File: src/rtl/hvac_sequencer.sv
// hvac_sequencer
// Compressor-protecting sequencer between climate decision logic and the
// heater/cooler drives. Enforces minimum on-time, minimum off-time, and an
// extra dead-time before switching between heating and cooling. At most one
// drive is ever active, and conflicting requests never start a drive.
//
// Ports:
//   clk       - rising-edge clock
//   rst       - asynchronous active-low reset
//   enable    - master permit; when low no new drive starts
//   heat_req  - heating request (level)
//   cool_req  - cooling request (level)
//   heater_en - heater drive (state == HEAT)
//   cooler_en - cooler drive (state == COOL)
//   busy      - min-on or min-off lockout in progress
//   conflict  - registered enable & heat_req & cool_req
//   state     - IDLE=0, HEAT=1, COOL=2, REST=3
module hvac_sequencer #(
  parameter int MIN_ON  = 8,
  parameter int MIN_OFF = 6,
  parameter int DEAD    = 4,
  parameter int CNT_W   = 8
) (
  input  logic       clk,
  input  logic       rst,
  input  logic       enable,
  input  logic       heat_req,
  input  logic       cool_req,
  output logic       heater_en,
  output logic       cooler_en,
  output logic       busy,
  output logic       conflict,
  output logic [1:0] state
);

  typedef enum logic [1:0] {
    IDLE = 2'd0,
    HEAT = 2'd1,
    COOL = 2'd2,
    REST = 2'd3
  } state_t;

  localparam logic [CNT_W-1:0] ON_LIM   = CNT_W'(MIN_ON - 1);
  localparam logic [CNT_W-1:0] OFF_LIM  = CNT_W'(MIN_OFF - 1);
  localparam logic [CNT_W-1:0] XOFF_LIM = CNT_W'(MIN_OFF + DEAD - 1);

  state_t           st;
  logic [CNT_W-1:0] cnt;
  logic             last_heat;

  logic heat_ok;
  logic cool_ok;

  // A start is valid only with a single, permitted request.
  assign heat_ok = enable & heat_req & ~cool_req;
  assign cool_ok = enable & cool_req & ~heat_req;

  always_ff @(posedge clk or negedge rst) begin
    if (!rst) begin
      st        <= IDLE;
      cnt       <= '0;
      last_heat <= 1'b1;
      conflict  <= 1'b0;
    end else begin
      conflict <= enable & heat_req & cool_req;
      // Counter defaults to saturating increment; any state change clears it.
      if (cnt != '1) cnt <= cnt + 1'b1;
      unique case (st)
        IDLE: begin
          if (heat_ok) begin
            st  <= HEAT;
            cnt <= '0;
          end else if (cool_ok) begin
            st  <= COOL;
            cnt <= '0;
          end
        end
        HEAT: begin
          // Min-on is never shortened, not even by enable dropping.
          if (!heat_ok && cnt >= ON_LIM) begin
            st        <= REST;
            cnt       <= '0;
            last_heat <= 1'b1;
          end
        end
        COOL: begin
          if (!cool_ok && cnt >= ON_LIM) begin
            st        <= REST;
            cnt       <= '0;
            last_heat <= 1'b0;
          end
        end
        REST: begin
          if (heat_ok && cnt >= (last_heat ? OFF_LIM : XOFF_LIM)) begin
            st  <= HEAT;
            cnt <= '0;
          end else if (cool_ok && cnt >= (last_heat ? XOFF_LIM : OFF_LIM)) begin
            st  <= COOL;
            cnt <= '0;
          end
        end
        default: begin
          st  <= IDLE;
          cnt <= '0;
        end
      endcase
    end
  end

  assign state     = st;
  assign heater_en = (st == HEAT);
  assign cooler_en = (st == COOL);

  always_comb begin
    busy = 1'b0;
    if ((st == HEAT || st == COOL) && cnt < ON_LIM) busy = 1'b1;
    if (st == REST && cnt < OFF_LIM) busy = 1'b1;
  end

endmodule

File: config.mk
export PLATFORM = sky130hd
export DESIGN_NAME = hvac_sequencer
export DESIGN_NICKNAME = d
export VERILOG_FILES = /design/src/rtl/hvac_sequencer.sv
export SDC_FILE = /design/constraint.sdc
export NUM_CORES = 1
export LEC_CHECK = 0
export ABC_AREA = 1
export ABC_CLOCK_PERIOD_IN_PS = 1600
export BUFFER_PORTS_ARGS = -buffer_cell sky130_fd_sc_hd__buf_2
export CORE_UTILIZATION = 35
export DETAILED_ROUTE_END_ITERATION = 10
export MAX_ROUTING_LAYER = met4
export PLACE_DENSITY = 0.59
export SLEW_MARGIN = 20
export SYNTH_ARGS = -nofsm -noshare
export SYNTH_HDL_FRONTEND = slang
export SYNTH_SLANG_ARGS = --single-unit
File: constraint.sdc
create_clock -name clk -period 1.6 [get_ports clk]
set_input_delay 0.24 -clock clk [delete_from_list [all_inputs] [get_ports clk]]
set_output_delay 0.24 -clock clk [all_outputs]
set_load 0.05 [all_outputs]
==> impl_metrics.tcl <==
set metrics [dict create \
    gp_congestion 0.830 \
    core_mm2 0.00281 \
    dpl.hpwl_mm 1.88 \
    async_reset_ff_frac 1.00 \
    synth_edf_count 0 \
    nNetsFinal 197 \
    power.total_w 0.00268 \
    synth_cells 148 \
    cts_tree "built" \
    critPathKind "register to register" \
    ioPinCount 11 \
    fin_util 0.504 \
    syn_area_per_cell_um2 7.08 \
    cp.required_ns 1.78 \
    fmax_mhz 576 \
    grt_setup_unrepaired "true" \
    synth_area_leaders "dfrtp_1, ha_1, inv_1" \
    tightest_slew_ns 0.303 \
    whs_ns 0.188 \
    violations "negative setup slack" \
    cts_max_level 1 \
    final-setup-viol-count 11 \
    drc 0 \
    die_area_mm2 0.00321 \
    area_delta_synth_final_pct 34.9 \
    slowest_stage "dfstp_2" \
    ys_seq_elements 12 \
    placed_area_mm2 0.00124 \
    crit_path_start_kind "register" \
    drtAntennaViolNets 0 \
    irDropWorstVdd_mv 1.08 \
    routed_via_density 5.00 \
    grt_max_degree 13 \
    port_buffers 10 \
    insertion_delay_ns 0.28 \
    wire_per_inst_um 11.8 \
    antenna_found_initial 0 \
    die_h_um 56.7 \
    grt_pass1_vias 940 \
    critPathArrivalTime_ns 1.91 \
    crit_fanout 6 \
    root_buffer "clkbuf_4" \
    gr-total-overflow 0 \
    crit_top_cell "nand3_2" \
    diodes 0 \
    clock-sinks 12 \
    wirelength_mm 2.48 \
    synth.cell_area_mm2 0.00105 \
    grt_pass1_wl_mm 4.15 \
    worst-path-buf-inv 2 \
    vias 1050 \
    cap_viol_max_count 0 \
    fillers 274 \
    start_util 0.373 \
    period_minus_slack_ns 1.74 \
    setup_tns_ns -1.18 \
    max_stage_delay_ns 0.56 \
    path_cells "inv_4, ha_4, inv_2, nor2_1, nand2_1, nand3_2, nand2_2, nand3_2, nand3_4, nand2_4, nor2_2" \
    finClkSkew_ns 0.00601 \
    final_layout_size_suffix_gt1_frac 0.425 \
    synth_ff_type "dfrtp_1" \
    die_w_um 56.7 \
    clock_path_buffers 2 \
    yosys.area.top_type_share 0.263 \
    worstSetupEndpointType "register" \
    slew_headroom 0.798 \
    design_area_mm2 0.00141 \
    cts.clk_slew.worst_paths_ns 0.09 \
    drt_iter0_markers 28 \
    finalMaxSlewViolations 0 \
    fin_ws_ns -0.135 \
    final_cell_mix "nand2_1, inv_1, buf_4" \
    hold_path.class "input pin to register" \
    rows 19 \
    fin_crit_sh 1.08 \
    ys_seq_area_frac 0.288 \
    firstDrtPassIters 4 \
    track_usage 0.174 \
    numCtsBuffers 3 \
    syn_nets 165 \
    finalHoldViolCount 0 \
    layout_commonest_cell "nand2_1" \
    yosysTopAreaCell "dfrtp_1" \
    ys_warn_count 0 \
    p_leak_nw 0.748 \
    cp_top_family "simple AND/OR/NAND/NOR gates" \
    outcome "finished, violations left" \
    p_per_area_mw_per_mm2 1890 \
    yosysUniqueCellTypes 24 \
]
worst reg2reg max path: stages (launching register included):
cell	delay, ns
dfstp_2	0.56
inv_4	0.05
ha_4	0.26
inv_2	0.03
nor2_1	0.09
nand2_1	0.07
nand3_2	0.11
nand2_2	0.09
nand3_2	0.10
nand3_4	0.13
nand2_4	0.11
nor2_2	0.04
routing by layer:
layer / share of wire / GRT usage / vias up / wire (µm)
met1: 0.48 / 0.226 / 490 / 1180
met2: 0.47 / 0.269 / 24 / 1160
met4: 0.025 / 0.0929 / 0 / 61
li1: - / - / 529 / -
met3: 0.030 / 0.0161 / 7 / 74
met5: 0 / - / - / 0
per-stage QoR:
step / setup WS (ns) / instances
finish: -0.135 / 210
CTS: -0.109 / 206
global placement: -0.0858 / 198
global route: -0.237 / 210
detailed placement: -0.137 / 198
floorplan: 0.00899 / 148
cell type report:
| type | instances | area, µm² | share of cell area |
|---|---|---|---|
| flip-flops and latches | 12 | 304 | 0.215 |
| multi-input cells | 103 | 722 | 0.511 |
| repair buffers | 27 | 193 | 0.136 |
| well taps | 31 | 38.8 | 0.0275 |
| clock buffers | 4 | 26.3 | 0.0186 |
| inverters | 33 | 129 | 0.0912 |
synth_stat cells, types with 3 or more instances:
| cell type | instances |
|---|---|
| nand2_2 | 3 |
| nor2_2 | 4 |
| a21oi_1 | 5 |
| ha_1 | 12 |
| nor2_1 | 14 |
| o21ai_0 | 3 |
| inv_1 | 29 |
| dfrtp_1 | 11 |
| inv_2 | 3 |
| nand3_1 | 17 |
| nor3_1 | 3 |
| nand2_1 | 28 |
power by group:
group	internal [W]	total (W)	switching [W]
registers	0.000399	0.000496	0.0000966
logic	0.000780	0.00197	0.00119
clock network	0.0000969	0.000212	0.000115
kinds of logic after synthesis:
family | count (synthesis) | share of synthesized area
and+or+nand+nor | 77 | 0.372
buffers and inverters | 33 | 0.118
AOI/OAI and AO/OA | 12 | 0.0621
adders and majority gates | 12 | 0.143
DFF | 12 | 0.288
xor gates and xnor gates | 2 | 0.0167
what timing repair did:
item                                    in CTS  in global routing
pin swaps                                    6                 12
endpoints found under the setup margin      11                 12
endpoints found under the hold margin       11                  0
setup buffers                                3                  4
hold buffers                                 1                  0
gates resized for setup                     13                 16
flip-flops by register name, indices dropped and copies added, names as in the netlist:
signal,cells
cnt,8
state,2
conflict,1
last_heat,1
worst paths after layout:
kind / cells after the start / slack [ns] / endpoint / startpoint
worst max-delay path: 11 / -0.14 / cnt[6]$_DFF_PN0_ / last_heat$_DFFE_PN1P_
worst min register to register: 2 / 0.55 / state[1]$_DFFE_PN0P_ / state[1]$_DFFE_PN0P_
worst max register to register: 11 / -0.14 / cnt[6]$_DFF_PN0_ / last_heat$_DFFE_PN1P_
max in group asynchronous: 2 / 0.94 / last_heat$_DFFE_PN1P_ / rst
worst min-delay path: 3 / 0.19 / conflict$_DFF_PN0_ / cool_req
min in group asynchronous: 2 / 0.37 / cnt[5]$_DFF_PN0_ / rst
Note: power is estimated with default switching activity, not from simulation.
